File: src/rtl/uart_pkg.sv
// Shared UART definitions: receive FSM states, RXSTAT layout and default MMIO base.
package uart_pkg;

  typedef enum logic [2:0] {
    ST_IDLE,
    ST_START,
    ST_DATA,
    ST_STOP,
    ST_WAIT_HIGH
  } rx_state_e;

  localparam int unsigned STAT_NOT_EMPTY = 0;
  localparam int unsigned STAT_FULL      = 1;
  localparam int unsigned STAT_OVR       = 2;
  localparam int unsigned STAT_FERR      = 3;

  // RXSTAT payload, MSB first so it packs to {ferr, ovr, full, not_empty}.
  typedef struct packed {
    logic ferr;
    logic ovr;
    logic full;
    logic not_empty;
  } rx_stat_t;

  localparam logic [31:0] UART_RX_BASE_ADDR = 32'hFFFF_0010;

endpackage

File: src/rtl/rx_fifo.sv
// Synchronous receive FIFO; power-of-two depth, registered full/empty flags.
module rx_fifo #(
  parameter int unsigned DEPTH = 8,
  parameter int unsigned WIDTH = 8
) (
  input  logic                   clk,
  input  logic                   rst,
  input  logic                   i_push,
  input  logic                   i_pop,
  input  logic [WIDTH-1:0]       i_wdata,
  output logic [WIDTH-1:0]       o_head,
  output logic                   o_full,
  output logic                   o_empty,
  output logic [$clog2(DEPTH):0] o_count
);

  localparam int unsigned AW = $clog2(DEPTH);
  localparam int unsigned CW = AW + 1;
  localparam logic [CW-1:0] FULL_CNT = CW'(DEPTH);

  logic [WIDTH-1:0] r_mem [DEPTH];
  logic [AW-1:0]    r_wr_ptr;
  logic [AW-1:0]    r_rd_ptr;
  logic [CW-1:0]    r_count;
  logic [CW-1:0]    w_count_next;
  logic             r_full;
  logic             r_empty;
  logic             w_do_push;
  logic             w_do_pop;

  // A pop frees the slot a same-cycle push needs when full; an empty FIFO never pops.
  assign w_do_pop  = i_pop && !r_empty;
  assign w_do_push = i_push && (!r_full || w_do_pop);

  always_comb begin
    w_count_next = r_count;
    if (w_do_push && !w_do_pop) begin
      w_count_next = r_count + CW'(1);
    end else if (!w_do_push && w_do_pop) begin
      w_count_next = r_count - CW'(1);
    end
  end

  always_ff @(posedge clk or negedge rst) begin
    if (!rst) begin
      r_wr_ptr <= '0;
      r_rd_ptr <= '0;
      r_count  <= '0;
      r_full   <= 1'b0;
      r_empty  <= 1'b1;
    end else begin
      if (w_do_push) r_wr_ptr <= r_wr_ptr + AW'(1);
      if (w_do_pop)  r_rd_ptr <= r_rd_ptr + AW'(1);
      r_count <= w_count_next;
      r_full  <= (w_count_next == FULL_CNT);
      r_empty <= (w_count_next == '0);
    end
  end

  always_ff @(posedge clk) begin
    if (w_do_push) r_mem[r_wr_ptr] <= i_wdata;
  end

  assign o_head  = r_mem[r_rd_ptr];
  assign o_full  = r_full;
  assign o_empty = r_empty;
  assign o_count = r_count;

endmodule

File: src/rtl/uart_rx_mmio.sv
// Memory-mapped 8N1 UART receiver: line synchronizer, framing FSM, RX FIFO and
// RXDATA/RXSTAT register decode with a level interrupt while data is queued.
module uart_rx_mmio
  import uart_pkg::*;
#(
  parameter int unsigned CLKS_PER_BIT = 434,
  parameter int unsigned FIFO_DEPTH   = 8,
  parameter logic [31:0] BASE_ADDR    = UART_RX_BASE_ADDR
) (
  input  logic        clk,
  input  logic        rst,
  input  logic        serial_in,
  input  logic [31:0] address,
  input  logic        we,
  input  logic        re,
  input  logic [31:0] dataIn,
  output logic [31:0] rdata,
  output logic        irq
);

  localparam int unsigned CW  = $clog2(CLKS_PER_BIT);
  localparam int unsigned DW  = 8;
  localparam int unsigned FCW = $clog2(FIFO_DEPTH) + 1;
  localparam logic [CW-1:0] BIT_LOAD  = CW'(CLKS_PER_BIT - 1);
  localparam logic [CW-1:0] HALF_LOAD = CW'(CLKS_PER_BIT / 2 - 1);
  localparam logic [31:0]   STAT_ADDR = BASE_ADDR + 32'd4;

  logic            r_rx_meta;
  logic            r_rx_s;
  rx_state_e       r_state;
  logic [CW-1:0]   r_cnt;
  logic [2:0]      r_bit_idx;
  logic [DW-1:0]   r_shift;
  logic            r_ovr;
  logic            r_ferr;

  logic            w_tc;
  logic            w_push_req;
  logic            w_pop_req;
  logic            w_ferr_set;
  logic            w_ovr_set;
  logic            w_stat_wr;
  logic            w_full;
  logic            w_empty;
  logic [DW-1:0]   w_head;
  logic [FCW-1:0]  w_count;
  rx_stat_t        w_stat;
  logic            w_unused;

  // Two-flop synchronizer; resets to the idle (high) line level.
  always_ff @(posedge clk or negedge rst) begin
    if (!rst) begin
      r_rx_meta <= 1'b1;
      r_rx_s    <= 1'b1;
    end else begin
      r_rx_meta <= serial_in;
      r_rx_s    <= r_rx_meta;
    end
  end

  assign w_tc = (r_cnt == '0);

  always_ff @(posedge clk or negedge rst) begin
    if (!rst) begin
      r_state   <= ST_IDLE;
      r_cnt     <= '0;
      r_bit_idx <= '0;
      r_shift   <= '0;
    end else begin
      unique case (r_state)
        ST_IDLE: begin
          if (!r_rx_s) begin
            r_state <= ST_START;
            r_cnt   <= HALF_LOAD;
          end
        end
        ST_START: begin
          if (w_tc) begin
            r_cnt     <= BIT_LOAD;
            r_bit_idx <= '0;
            r_state   <= r_rx_s ? ST_IDLE : ST_DATA;
          end else begin
            r_cnt <= r_cnt - CW'(1);
          end
        end
        ST_DATA: begin
          if (w_tc) begin
            r_shift   <= {r_rx_s, r_shift[DW-1:1]};
            r_cnt     <= BIT_LOAD;
            r_bit_idx <= r_bit_idx + 3'd1;
            if (r_bit_idx == 3'd7) r_state <= ST_STOP;
          end else begin
            r_cnt <= r_cnt - CW'(1);
          end
        end
        ST_STOP: begin
          if (w_tc) begin
            r_state <= r_rx_s ? ST_IDLE : ST_WAIT_HIGH;
          end else begin
            r_cnt <= r_cnt - CW'(1);
          end
        end
        ST_WAIT_HIGH: begin
          if (r_rx_s) r_state <= ST_IDLE;
        end
        default: r_state <= ST_IDLE;
      endcase
    end
  end

  assign w_push_req = (r_state == ST_STOP) && w_tc && r_rx_s;
  assign w_ferr_set = (r_state == ST_STOP) && w_tc && !r_rx_s;
  assign w_pop_req  = re && (address == BASE_ADDR);
  assign w_stat_wr  = we && (address == STAT_ADDR);
  // A full FIFO still accepts the byte when the CPU pops on the same edge.
  assign w_ovr_set  = w_push_req && w_full && !w_pop_req;

  rx_fifo #(
    .DEPTH (FIFO_DEPTH),
    .WIDTH (DW)
  ) u_fifo (
    .clk     (clk),
    .rst     (rst),
    .i_push  (w_push_req),
    .i_pop   (w_pop_req),
    .i_wdata (r_shift),
    .o_head  (w_head),
    .o_full  (w_full),
    .o_empty (w_empty),
    .o_count (w_count)
  );

  // Sticky error flags; a new event outranks a same-cycle clear.
  always_ff @(posedge clk or negedge rst) begin
    if (!rst) begin
      r_ovr  <= 1'b0;
      r_ferr <= 1'b0;
    end else begin
      r_ovr  <= w_ovr_set  | (r_ovr  & ~(w_stat_wr & dataIn[STAT_OVR]));
      r_ferr <= w_ferr_set | (r_ferr & ~(w_stat_wr & dataIn[STAT_FERR]));
    end
  end

  assign w_stat = {r_ferr, r_ovr, w_full, ~w_empty};

  always_comb begin
    rdata = '0;
    if (address == BASE_ADDR) begin
      rdata = w_empty ? 32'h0 : {24'b0, w_head};
    end else if (address == STAT_ADDR) begin
      rdata = {28'b0, w_stat};
    end
  end

  assign irq = ~w_empty;

  assign w_unused = ^{dataIn[31:4], dataIn[1:0], w_count};

endmodule

File: config.mk
export PLATFORM = sky130hd
export DESIGN_NAME = uart_rx_mmio
export DESIGN_NICKNAME = d
export VERILOG_FILES = /design/src/rtl/uart_pkg.sv /design/src/rtl/rx_fifo.sv /design/src/rtl/uart_rx_mmio.sv
export SDC_FILE = /design/constraint.sdc
export NUM_CORES = 1
export LEC_CHECK = 0
export CAP_MARGIN = 20
export CORE_ASPECT_RATIO = 2
export CORE_MARGIN = 4
export CORE_UTILIZATION = 55
export DETAILED_ROUTE_END_ITERATION = 8
export PLACE_DENSITY_LB_ADDON = 0.05
export SETUP_SLACK_MARGIN = 0.15
export SKIP_LAST_GASP = 1
export SYNTH_ARGS = -nofsm -noshare
export SYNTH_HDL_FRONTEND = slang
export SYNTH_HIERARCHICAL = 1
export SYNTH_SLANG_ARGS = --single-unit
File: constraint.sdc
create_clock -name clk -period 5.7 [get_ports clk]
set_input_delay 0.57 -clock clk [delete_from_list [all_inputs] [get_ports clk]]
set_output_delay 0.57 -clock clk [all_outputs]
set_load 0.1 [all_outputs]
## After elaboration in Yosys (flattened, before gate mapping)

Memories as Yosys holds them, arrays and structs flattened.
Cells that the tools add are included.
W data, S select, Z words.

- Add/sub/neg operators: 6
- Equality and inequality tests: 15
- Mux-type cells: 23
- Bitwise gates (word level): 9
- Reduce and logical (&&, ||, !) cells: 28

Operator list:

| kind | number |
|---|---|
| $eq A32 B32 Y1 const B | 2 |
| $mux W32 | 1 |
| $mux W3 | 9 |
| $mux W9 | 3 |
| $pmux W9 S3 | 1 |
| $pmux W3 S5 | 1 |
| $ne A2 B2 Y1 const B | 7 |
| $mux W4 | 3 |
| $logic_and A1 B1 Y1 | 11 |
| $add A3 B1 Y3 const B | 3 |
| $logic_not A9 Y1 | 1 |
| $sub A9 B1 Y9 const B | 1 |
| $mux W8 | 1 |
| $eq A3 B2 Y1 const B | 2 |
| $eq A3 B3 Y1 const B | 2 |
| $logic_not A1 Y1 | 6 |
| $pmux W3 S2 | 1 |
| $reduce_and A3 Y1 | 2 |
| $reduce_and A6 Y1 | 1 |
| $add A4 B1 Y4 const B | 1 |
| $and A1 B1 Y1 | 4 |
| $eq A4 B4 Y1 const B | 1 |
| $logic_not A4 Y1 | 1 |
| $sub A4 B1 Y4 const B | 1 |
| other kinds (11) | 15 |

- Flip-flop bits (word level): 39
- Bits in writable memories: 64
- Bits of input ports: 69
- Output and inout port bits: 33
- Memories: 1

Memories:

| memory | depth | bits a word | rd ports | clocked after memory_dff | wr ports | RTL line | RTL |
|---|---|---|---|---|---|---|---|
| u_fifo.r_mem | 8 | 8 | 1 | 0 | 1 | rx_fifo.sv:21 | `logic [WIDTH-1:0] r_mem [DEPTH];` |

## Depth between registers and ports, before layout

- Depth in word-level cells: 10
- Gate-level depth with buffers: 11
- Mapped depth without buffers: 10

## Cells and area by module

The synthesis kept the hierarchy.

By module, submodules not included:

| module | instances | cells an instance | area an instance (µm²) | sequential area each (µm²) |
|---|---|---|---|---|
| rx_fifo | 1 | 157 | 3126.7 | 2223.4 |
| uart_rx_mmio | 1 | 187 | 1789.2 | 678.2 |

## Least setup slack after synthesis

OpenSTA, ideal clock, no wires.

- Path type: input to output
- From: in address[22]
- To: out rdata[0]
- Arrival: 3.449 ns
- Data required time: 5.130 ns
- Path slack: 1.681 ns
- Stages: 4
- Path through: nand4_1 > nor4_1 > nand2_1 > nor3_1

- Cells in the longest elaborated chain, start to end: 3
- Elaborated cells on any way between the ends: 4
- Those cells by class: 2 x eq/ne; 2 x mux

RTL lines:

| what | RTL line | RTL |
|---|---|---|
| start, declared | uart_rx_mmio.sv:13 | `input logic [31:0] address,` |
| $eq A32 B32 Y1 | uart_rx_mmio.sv:150 | `end else if (address == STAT_ADDR) begin` |
| $mux W4 | uart_rx_mmio.sv:150 |  |
| $mux W32 * | uart_rx_mmio.sv:148 | `if (address == BASE_ADDR) begin` |
| end, declared | uart_rx_mmio.sv:17 | `output logic [31:0] rdata,` |

Every way passes the cells marked *; elsewhere a longest branch is shown, timed or not.

## Worst setup path in the final report

- From: reg r_cnt[0]
- To: mem u_fifo.r_mem[7][4], enable pin

- Cells in the longest elaborated chain, start to end: 6

RTL lines:

| what | RTL line | RTL |
|---|---|---|
| start, declared | uart_rx_mmio.sv:31 | `logic [CW-1:0] r_cnt;` |
| start signal, assigned | uart_rx_mmio.sv:83 | `r_cnt <= r_cnt - CW'(1);` |
| start signal, assigned | uart_rx_mmio.sv:93 | `r_cnt <= r_cnt - CW'(1);` |
| start signal, assigned | uart_rx_mmio.sv:100 | `r_cnt <= r_cnt - CW'(1);` |
| $logic_not A9 Y1 | uart_rx_mmio.sv:61 | `assign w_tc = (r_cnt == '0);` |
| $logic_and A1 B1 Y1 (2 in a row) | uart_rx_mmio.sv:111 | `assign w_push_req = (r_state == ST_STOP) && w_tc && r_rx_s;` |
| named net w_push_req | uart_rx_mmio.sv:38 | `logic w_push_req;` |
| $logic_and A1 B1 Y1 | rx_fifo.sv:33 | `assign w_do_push = i_push && (!r_full \|\| w_do_pop);` |
| $mux W1 | rx_fifo.sv:61 | `if (w_do_push) r_mem[r_wr_ptr] <= i_wdata;` |
| $mux W1 (not written as such) | rx_fifo.sv:61 |  |
| end, declared | rx_fifo.sv:21 |  |

The timed path passes the listed nets, and every way through them passes these cells.

==> summary.md <==
| Metric | Value |
|---|---|
| Req. time, crit path | `approximately 5.7 ns` |
| Die area | `roughly 0.011 sq mm` |
| Max-cap violations | `0` |
| Share of post-route cells with drive strength above 1 | `around an eighth` |
| Largest buffer count on any clock path | `2` |
| Avg Vias per Cell | `5.82` |
| GRT Total Usage | `about a fifth` |
| CP max stage delay | `about 0.67 ns` |
| Initial antenna violation count | `0` |
| First-pass GRT wire length | `14.8 mm` |
| Initial Util | `between 50% and 60%` |
| TritonCTS buffer count | `9` |
| Slew Limit Fails | `0` |
| CP arrival | `roughly 4.0 ns` |
| Largest net degree at the start of global routing | `40` |
| Initial DRT Pass Iterations | `4` |
| DRC violations left | `0` |
| Final hold violations | `0` |
| Post-cts sizing count | `0` |
| Critical path peak fanout | `9` |
| WL final | `~9.3 mm` |
| Top cell type by total area after synthesis | `edfxtp_1` |
| Overflow after GRT | `0` |
| Layout area overhead | `15.6%` |
| Top post-synthesis cells by area | `edfxtp_1 39%, dfrtp_1 18%, mux4_1 8.0%, buf_4 3.7%, mux2_2 2.5%` |
| # clock sinks | `103` |
| RSZ-0062 raised after global routing | `no` |
| Crit Path Category | `reg -> reg` |
| Clock network fraction of design power | `a little over two fifths` |
| Seq/Total Area, Yosys | `59.0%` |
| Peak supply drop | `0.000239 V` |
| Switch Pwr | `around 0.33 mW` |
| Worst setup EP type | `register` |
| Worst clock skew | `approximately 0.0058 ns` |
| PwrDens | `277 mW/mm^2` |
| Tightest Pin Transition | `approximately 0.98 ns` |
| Slew HR | `between 30% and 40%` |
| Pwr Total | `1.57 mW` |
| CP max-delay cell | `nor2_1` |
| Clock Pin Slew Worst Setup and Hold Paths | `0.06 ns` |
| Synthesis Warnings | `6` |
| Number of DRC markers in iteration 0 | `between 100 and 150` |
| Sw frac | `a little over a fifth` |
| Vias in the first global route | `roughly 3000` |
| Final TNS setup | `0 ns` |
| CP bufs+invs | `1` |
| GP Congestion | `approximately 0.8` |
| Root Driver | `clkbuf_16` |
| Internal | `between 1 and 1.5 mW` |
| Post-synth EDFFs | `64` |
| Total number of vias | `approximately 2900` |
| Final WS setup | `about 1.7 ns` |
| Post-DR wirelength/cell | `roughly 19 microns` |
| Period Utilization, post-route | `between 70% and 80%` |
| Leak pwr | `~2.4 nW` |
| Worst path top cell family by delay | `simple AND/OR/NAND/NOR gates` |
| Die Span X | `74.9 microns` |
| Core area | `roughly 0.0087 sq mm` |
| Post-Layout Cell Count | `between 400 and 500` |
| Top FF cell, synth | `edfxtp_1` |
| Detailed placement HPWL | `slightly above 7 mm` |
| Hold-fix buffers, CTS | `0` |
| Placed cell count | `around 480` |
| Async set-reset flop share out of synthesis | `37.9%` |
| Layout Nets | `between 400 and 500` |
| H-tree levels | `3` |
| Startpoint types | `register` |
| Post-synthesis cell type count | `60` |
| Synth cell count leaders | `64 x edfxtp_1, 36 x dfrtp_1, 26 x nor2_1, 24 x buf_4, 16 x nand2_1` |
| Rows | `48` |
| Final ANT Viol Nets | `0` |
| Final min period | `between 4 and 5 ns` |
| Final Setup Violations | `0` |
| Post-Syn Area | `just under 0.005 sq mm` |
| Number of diodes | `0` |
| Pre-CTS setup slack | `~1.5 ns` |
| Logic gate share of total power | `between 6 and 7%` |
| Worst-path cell chain | `inv_1 > ha_1 > or4b_1 > nor4_2 > and4_1 > a21boi_1 > nand2_1 > nor2_1` |
| IO Port Bufs | `47` |
| Clock latency at the later pin of the worst-skew pair | `0.34 ns` |
| Synth Instances | `between 300 and 400` |
| Status | `completed` |
| CTS tree | `built` |
| Sequential power share | `50.2%` |
| Top-count cell post-synth | `edfxtp_1` |
| Synth top area share | `slightly below 40%` |
| Max Freq | `between 200 and 250 MHz` |
| Number of I/O pins | `roughly 100` |
| Register bit total from synthesis | `roughly 100` |
| Hold Crit Class | `reg -> reg` |
| Die height | `~140 microns` |
| Syn avg cell area | `roughly 14 sq um` |
| Post-CTS Setup Repair Bufs | `0` |
final timing paths:
check,startpoint,end,slack [ns],depth (start not counted)
setup / recovery,r_cnt[0],u_fifo/r_mem[7][4],1.66,8
hold / removal,r_rx_meta,r_rx_s,0.36,0
setup reg to reg,r_cnt[0],u_fifo/r_mem[7][4],1.66,8
hold reg to reg,r_rx_meta,r_rx_s,0.36,0
max in group asynchronous,rst,r_ferr,4.74,1
min in group asynchronous,rst,r_bit_idx[0],0.38,1
power groups by stage:
stage	Clock [mW]	Combinational [mW]	Sequential (mW)
6_report	0.679	0.105	0.789
5_1_grt	0.727	0.109	0.788
4_1_cts	0.695	0.105	0.789
3_5_place_dp	0	0.105	0.804
3_3_place_gp	0	0.105	0.804
2_1_floorplan	0	0.0850	0.803
cell families (layout without fill, tap and decap cells):
group | count (synthesis) | after routing | share of synthesized area, %
other cells | 1 | 24 | 0.0763
xor+xnor | 7 | 7 | 1.40
flops | 103 | 103 | 59.0
compound gates | 40 | 40 | 5.70
fa+ha+maj | 7 | 7 | 1.78
simple gates | 102 | 102 | 12.1
mux | 37 | 37 | 13.7
buf+inv | 47 | 75 | 6.13
layout by cell type, fill, tap and decap left out, types with 3 or more instances in the layout:
master	synthesis	layout
nor3b_1	3	3
bufinv_16	0	3
mux2i_1	3	3
o31ai_1	3	3
mux2_2	11	11
a31oi_1	5	5
mux4_1	15	15
nand2b_1	7	7
nand2_1	16	16
a21oi_1	5	5
mux2_4	7	7
xnor2_1	5	5
nand4_1	3	3
and3_1	6	6
nor2_1	26	26
nor4_1	7	7
o22ai_1	4	4
a22oi_1	3	3
nor4_2	3	3
o21ai_0	5	5
dfrtp_1	36	36
inv_1	10	10
clkbuf_16	0	9
edfxtp_1	64	64
clkdlybuf4s50_1	0	46
ha_1	7	7
o2bb2ai_1	3	3
dfstp_2	3	3
nand3_1	7	7
nor3_1	6	6
nor4b_1	3	3
conb_1	1	24
per-layer routing:
metal / vias up / GRT usage [%] / part of all wire (%)
met3: 14 / 4.40 / 5.9
met5: - / 0 / 0
li1: 1372 / - / -
met4: 0 / 7.60 / 2.2
met2: 80 / 36.3 / 59
met1: 1415 / 18.9 / 33
sequential cells by signal, indices dropped and copies added (netlist names):
| register | flops |
|---|---|
| r_bit_idx | 3 |
| u_fifo/o_empty | 1 |
| r_rx_s | 1 |
| u_fifo/r_mem | 64 |
| r_state | 3 |
| r_ferr | 1 |
| r_rx_meta | 1 |
| u_fifo/r_rd_ptr | 3 |
| r_ovr | 1 |
| r_cnt | 9 |
| r_shift | 8 |
| u_fifo/r_wr_ptr | 3 |
| u_fifo/o_count | 4 |
| u_fifo/o_full | 1 |
layout make-up:
| cell class | count | area [sq um] |
|---|---|---|
| Multi-Input combinational cell | 217 | 1800 |
| Timing Repair Buffer | 49 | 480 |
| Clock buffer | 10 | 229 |
| Sequential cell | 103 | 2900 |
| Clock inverter | 6 | 108 |
| Fill cell | 660 | 3030 |
| Inverter | 10 | 37.5 |
| Tap cell | 100 | 125 |
through the flow:
stage | utilization [%] | hold WS (ns) | area (sq um)
after CTS | 65.2 | 0.361 | 5680
after global placement | 61.4 | 0.348 | 5340
after floorplan | - | 0.274 | 5000
after global routing | 65.2 | 0.369 | 5680
after detailed placement | 61.4 | 0.352 | 5340
final | 65.2 | 0.359 | 5680
Power figures use the tool's default switching activity.
